===== src/rtl/mcs4_pkg.sv =====
// Shared MCS-4 core types: address, instruction phase and PC-operation encodings.
package mcs4;

    localparam int ADDR_BITS    = 12;
    localparam int STACK_LEVELS = 4;

    typedef logic [ADDR_BITS-1:0] addr_t;

    typedef enum logic [2:0] {A1, A2, A3, M1, M2, X1, X2, X3} instr_cyc_t;

    typedef enum logic [2:0] {
        PC_HOLD,
        PC_INC,
        PC_JMP,
        PC_JMP_PAGE,
        PC_CALL,
        PC_RET
    } pc_op_t;

endpackage


===== src/rtl/i4004_pc_stack_ctl.sv =====
// i4004 program counter and 4-level address stack; applies one PC op per instruction cycle.
// Optional sticky overflow/underflow flags via macro I4004_PC_STACK_ERR_EN.
module i4004_pc_stack_ctl
    import mcs4::*;
#(
    parameter int STACK_DEPTH = STACK_LEVELS,
    parameter int ADDR_W      = 12
) (
    input  logic              clk,
    input  logic              rst,
    input  instr_cyc_t        icyc,
    input  pc_op_t            pc_op,
    input  logic [ADDR_W-1:0] target,
    output logic [ADDR_W-1:0] pc,
    output logic [3:0]        addr_nib,
    output logic [1:0]        depth
`ifdef I4004_PC_STACK_ERR_EN
    ,
    output logic [1:0]        stack_err
`endif
);

    localparam int         PTR_W     = $clog2(STACK_DEPTH);
    localparam logic [1:0] DEPTH_MAX = 2'd3;

    logic [ADDR_W-1:0] stack [STACK_DEPTH];
    logic [PTR_W-1:0]  ptr;
    logic [PTR_W-1:0]  ptr_up;
    logic [PTR_W-1:0]  ptr_dn;
    logic [ADDR_W-1:0] inc;
    instr_cyc_t        icyc_q;
    logic              armed;
    logic              commit;

    function automatic logic [1:0] depth_push(input logic [1:0] d);
        return (d == DEPTH_MAX) ? d : d + 2'd1;
    endfunction

    function automatic logic [1:0] depth_pop(input logic [1:0] d);
        return (d == 2'd0) ? d : d - 2'd1;
    endfunction

    function automatic logic [3:0] nib_sel(input instr_cyc_t c, input logic [ADDR_W-1:0] a);
        case (c)
            A1:      return a[3:0];
            A2:      return a[7:4];
            A3:      return a[11:8];
            default: return 4'h0;
        endcase
    endfunction

    assign pc     = stack[ptr];
    assign inc    = pc + ADDR_W'(1);
    assign ptr_up = ptr + PTR_W'(1);
    assign ptr_dn = ptr - PTR_W'(1);

    // A reset mid-instruction leaves 'armed' low until the next A1, so the
    // interrupted instruction's op can never commit.
    assign commit = armed && (icyc == X3) && (icyc_q != X3);

    always_ff @(posedge clk) begin
        if (rst) begin
            for (int i = 0; i < STACK_DEPTH; i++) stack[i] <= '0;
            ptr      <= '0;
            depth    <= 2'd0;
            addr_nib <= 4'h0;
            icyc_q   <= A1;
            armed    <= 1'b0;
        end else begin
            icyc_q   <= icyc;
            addr_nib <= nib_sel(icyc, pc);
            if (icyc == A1) armed <= 1'b1;
            if (commit) begin
                case (pc_op)
                    PC_HOLD: begin
                    end
                    PC_JMP: stack[ptr] <= target;
                    PC_JMP_PAGE: stack[ptr] <= {inc[ADDR_W-1:8], target[7:0]};
                    PC_CALL: begin
                        stack[ptr]    <= inc;
                        stack[ptr_up] <= target;
                        ptr           <= ptr_up;
                        depth         <= depth_push(depth);
                    end
                    PC_RET: begin
                        ptr   <= ptr_dn;
                        depth <= depth_pop(depth);
                    end
                    default: stack[ptr] <= inc;
                endcase
            end
        end
    end

`ifdef I4004_PC_STACK_ERR_EN
    always_ff @(posedge clk) begin
        if (rst) begin
            stack_err <= 2'b00;
        end else if (commit) begin
            if (pc_op == PC_CALL && depth == DEPTH_MAX) stack_err[0] <= 1'b1;
            if (pc_op == PC_RET && depth == 2'd0) stack_err[1] <= 1'b1;
        end
    end
`endif

endmodule

===== config.mk =====
export PLATFORM = sky130hd
export DESIGN_NAME = i4004_pc_stack_ctl
export DESIGN_NICKNAME = d
export VERILOG_FILES = /design/src/rtl/mcs4_pkg.sv /design/src/rtl/i4004_pc_stack_ctl.sv
export SDC_FILE = /design/constraint.sdc
export NUM_CORES = 1
export LEC_CHECK = 0
export CAP_MARGIN = 0
export CORE_AREA = 5 5 100 102
export CTS_BUF_LIST = sky130_fd_sc_hd__clkbuf_2
export CTS_CLUSTER_SIZE = 8
export DETAILED_ROUTE_END_ITERATION = 6
export DIE_AREA = 0 0 105 107
export SETUP_SLACK_MARGIN = 0.05
export SYNTH_ARGS = -nofsm -noshare
export SYNTH_HDL_FRONTEND = slang
export SYNTH_SLANG_ARGS = --single-unit

===== constraint.sdc =====
create_clock -name clk -period 2.65 [get_ports clk]
set_clock_uncertainty 0.05 [all_clocks]
set_input_delay 0.6625 -clock clk [delete_from_list [all_inputs] [get_ports clk]]
set_output_delay 0.6625 -clock clk [all_outputs]
set_load 0.005 [all_outputs]

==> flow_results.org <==
** Clock tree
- Hold repair after CTS inserted 0 buffers.
- TritonCTS buffer count :: 9
- Clock tree from TritonCTS :: yes
- Source-to-sink clock delay at the later pin of the worst-skew pair :: 480 ps
- The tree is rooted in a sky130_fd_sc_hd__clkbuf_2.
- The H-tree generated during clock tree synthesis spans 3 levels.
- Maximum clock insertion buffer count :: 2
- Clock-pin slew was measured on the worst setup and hold paths at 200 ps.
- Clock Sink Count :: 62

** Global route
- Total global-route track usage :: 18.5%
- The initial antenna violation count came to 1.
- The number of global-route vias before repair came to 3049.
- For this run the aggregate overflow at the end of global routing stands at 0.
- Entering global routing, the biggest net connects 14 pins.
- First-pass GRT wire length :: 16100 um

** Placement
- Count of buffers from port buffering :: 37
- Final GP Congestion :: 0.928
- Post-placement cell count :: 510
- Final HPWL DP :: 7580 um

** Setup path
- Biggest fanout along the worst timing path :: 4
- For the worst setup path, the data required time is just under 2000 ps.
- At the worst endpoint, the arrival time is 1880 ps.
- Kind of capture point of the worst setup path :: output port
- CP Class :: reg2out
- Type of origin of the critical path :: flip-flop

** Timing
- Highest attainable clock frequency :: 0.385 GHz
- Setup violations remaining at the end of the flow were counted as 0.
- Worst-Margin Slew :: 580 ps
- Final Hold Vio Count :: 0
- Min cycle time layout :: 2600 ps
- On the final layout, the worst hold slack is 473 ps.
- Final-report max-slew violation count :: 0
- Setup repair after global routing could not meet its margin everywhere.
- In this run the tightest slew margin relative to its limit is 61.1%.
- Fraction of the cycle the final worst path needs :: 98.0%

** Logic synthesis
- Net count after synthesis :: 324
- Yosys printed 0 warnings.
- Flops & latches, synth :: 62
- Avg Synthesized Cell Area :: approximately 12 um^2
- Netlist cell types :: 50
- Number of cells produced by synthesis :: between 200 and 300
- Syn Std Cell Area :: between 3000 and 4000 um^2
- After synthesis, the share of flip-flops with an asynchronous set or reset is 0%.
- In the synthesized netlist the dominant register cell turns out to be sky130_fd_sc_hd__edfxtp_1.
- In this run, synthesis inferred 48 flip-flops with an integrated enable.
- Sequential-to-total area share from yosys stat :: about half

** Finish
- The count of cells in the finished layout, fillers not included, comes to 544.
- Once layout is complete, the utilization of the core stands at 53.6%.
- Summing all flip-flop and latch instances after layout gives around 1700 um^2.
- Layout overhead on the synthesized area :: 39.7%
- Post-layout nets :: 452
- The multi-input combinational cells in the finished layout cover a total of around 1800 um^2.
- In the final layout, the share of cells above drive strength 1 is a little under two fifths.
- Filler cell count in the final layout :: 802

** Floorplan
- Die width :: roughly 110 um
- The total area inside the core boundary comes to 9020 um^2.
- Pin placement for this block handled 38 I/O pins.
- Std-Cell Rows :: 35
- Initial core utilization :: 38.4%
- Die footprint :: around 11000 um^2
- Die height :: 107 um

** Min path
- The worst hold path belongs to the class reg2reg.

** Route
- Detailed routing inserted a total of 2909 vias.
- Routed wire per std cell :: 18.4 um
- For this block, the initial DRC count from the detailed router was 180.
- Detail-routed via count per cell :: 5.35
- In this run the remaining antenna-violating nets after routing total 0.
- Summed over all layers, the routed wires come to 10000 um.
- Drt pass-1 iters :: 5
- DRC violations left :: 0

** Power and ir drop
- VDD sags by at most approximately 140 uV.
- Total power divided by cell area :: 375 nW/um^2
- P_leak :: 0.00189 uW

** Outcome
- Status :: complete, no violations

** Job
- Max-cap violations in this run came to 0.
## registers in the layout, indices dropped and copies added, names as in the netlist, named ones only
register	count
addr_nib	4
armed	1
ptr	2
depth	2
icyc_q	3
stack	48
## path summary, 6_finish.rpt
kind | startpoint | endpoint | slack, ps | cells past startpoint
worst min-delay path | depth[0] | depth[1] | 470 | 2
worst max register to register | flip-flop | stack[2][9] | 80 | 11
worst min register to register | depth[0] | depth[1] | 470 | 2
worst max-delay path | flip-flop | pc[0] | 50 | 5
## worst max-delay path, cell delays in order (launching register included)
cell and delay, ps:
sky130_fd_sc_hd__dfxtp_2 380, sky130_fd_sc_hd__buf_6 120, sky130_fd_sc_hd__buf_6 90, sky130_fd_sc_hd__mux4_2 540
sky130_fd_sc_hd__buf_6 150, sky130_fd_sc_hd__buf_2 120
## placed cells by master, fill, tap and decap left out, types with 3 or more instances in the layout
| cell type | count |
|---|---|
| sky130_fd_sc_hd__dfxtp_1 | 13 |
| sky130_fd_sc_hd__edfxtp_1 | 48 |
| sky130_fd_sc_hd__nor3_1 | 5 |
| sky130_fd_sc_hd__a22o_1 | 24 |
| sky130_fd_sc_hd__a21oi_1 | 7 |
| sky130_fd_sc_hd__mux2i_1 | 4 |
| sky130_fd_sc_hd__or3_4 | 3 |
| sky130_fd_sc_hd__buf_4 | 79 |
| sky130_fd_sc_hd__nand4_1 | 3 |
| sky130_fd_sc_hd__xor2_1 | 6 |
| sky130_fd_sc_hd__buf_6 | 11 |
| sky130_fd_sc_hd__buf_12 | 3 |
| sky130_fd_sc_hd__xnor2_1 | 3 |
| sky130_fd_sc_hd__nor4_1 | 5 |
| sky130_fd_sc_hd__clkdlybuf4s50_1 | 25 |
| sky130_fd_sc_hd__o21ai_0 | 13 |
| sky130_fd_sc_hd__clkbuf_2 | 15 |
| sky130_fd_sc_hd__nor2_1 | 23 |
| sky130_fd_sc_hd__and3_1 | 3 |
| sky130_fd_sc_hd__nor2_4 | 3 |
| sky130_fd_sc_hd__ha_1 | 4 |
| sky130_fd_sc_hd__nand3_1 | 5 |
| sky130_fd_sc_hd__nand2_1 | 32 |
| sky130_fd_sc_hd__buf_2 | 4 |
| sky130_fd_sc_hd__nor2b_1 | 5 |
| sky130_fd_sc_hd__o21ai_1 | 11 |
| sky130_fd_sc_hd__o22ai_1 | 3 |
| sky130_fd_sc_hd__and2_1 | 4 |
| sky130_fd_sc_hd__inv_1 | 4 |
| sky130_fd_sc_hd__mux4_2 | 12 |
## Yosys cell counts (2+ instances only)
cell type	number	area, um^2
sky130_fd_sc_hd__nand4_1	3	18.8
sky130_fd_sc_hd__o22ai_1	3	18.8
sky130_fd_sc_hd__nand2b_1	2	12.5
sky130_fd_sc_hd__ha_1	5	62.6
sky130_fd_sc_hd__clkbuf_1	3	11.3
sky130_fd_sc_hd__xnor2_1	5	43.8
sky130_fd_sc_hd__nor4_1	5	31.3
sky130_fd_sc_hd__mux2i_1	4	40.0
sky130_fd_sc_hd__o21ai_2	2	17.5
sky130_fd_sc_hd__mux4_1	8	210
sky130_fd_sc_hd__o21ai_1	11	55.1
sky130_fd_sc_hd__nand2_1	34	128
sky130_fd_sc_hd__nor4_2	2	25.0
sky130_fd_sc_hd__nor2b_1	5	31.3
sky130_fd_sc_hd__nand3_1	6	30.0
sky130_fd_sc_hd__nor3_1	9	45.0
sky130_fd_sc_hd__and2_1	4	25.0
sky130_fd_sc_hd__mux4_2	4	90.1
sky130_fd_sc_hd__edfxtp_1	48	1440
sky130_fd_sc_hd__a21o_1	2	15.0
sky130_fd_sc_hd__dfxtp_1	14	280
sky130_fd_sc_hd__or3_1	4	25.0
sky130_fd_sc_hd__buf_2	7	35.0
sky130_fd_sc_hd__a211o_1	2	17.5
sky130_fd_sc_hd__or4_4	2	22.5
sky130_fd_sc_hd__and3_1	3	18.8
sky130_fd_sc_hd__a22o_1	24	210
sky130_fd_sc_hd__inv_1	4	15.0
sky130_fd_sc_hd__a21oi_1	7	35.0
sky130_fd_sc_hd__o21ai_0	13	65.1
sky130_fd_sc_hd__nor2_4	2	22.5
sky130_fd_sc_hd__nand3b_1	2	15.0
sky130_fd_sc_hd__nor2_1	24	90.1
sky130_fd_sc_hd__xor2_1	9	78.8
sky130_fd_sc_hd__nand4_4	2	42.5
## metal layers
| layer | part of all wire [%] | GRT usage, % | up-vias |
|---|---|---|---|
| met2 | 50 | 30.3 | 83 |
| met5 | 0 | 0 | - |
| met1 | 44 | 24.4 | 1410 |
| met4 | 0.95 | 6.94 | 0 |
| met3 | 5.1 | 3.49 | 6 |
| li1 | - | - | 1410 |
## layout make-up
| type | count | share of cell area (%) |
|---|---|---|
| Timing Repair Buffer | 129 | 22.7 |
| Clock buffer | 11 | 1.14 |
| Multi-Input combinational cell | 220 | 36.5 |
| Inverter | 5 | 0.388 |
| Tap cell | 111 | 2.87 |
| Antenna cell | 1 | 0.0517 |
| Sequential cell | 62 | 35.6 |
| Clock inverter | 5 | 0.724 |
## logic make-up after synthesis
| group | synth area share (%) |
|---|---|
| simple gates | 19.2 |
| compound gates | 13.5 |
| buf+inv | 2.42 |
| xor+xnor | 3.54 |
| fa+ha+maj | 1.81 |
| flops | 49.7 |
| mux | 9.82 |
## power breakdown
group	internal, uW	switching, uW	total, uW
Combinational	112	111	224
Clock	133	373	507
Sequential	1070	9.70	1080
## metrics by stage
| stage | setup TNS, ps | total power [uW] | setup slack, ps | cell area [um^2] |
|---|---|---|---|---|
| after floorplan | 0 | 1180 | 78.4 | 3470 |
| after global placement | -20120 | 1310 | -333 | 4510 |
| after detailed placement | -21540 | 1310 | -330 | 4510 |
| after CTS | -24.5 | 1820 | -14.9 | 4680 |
| after global routing | -10.6 | 1890 | -8.59 | 4840 |
| final | 0 | 1810 | 53.5 | 4840 |
## repair_timing
item / in CTS / in global routing
gates resized for setup: 51 / 32
setup buffers: 14 / 5
endpoints found under the setup margin: 12 / 28
pin swaps: 4 / 13
Power figures use the tool's default switching activity.
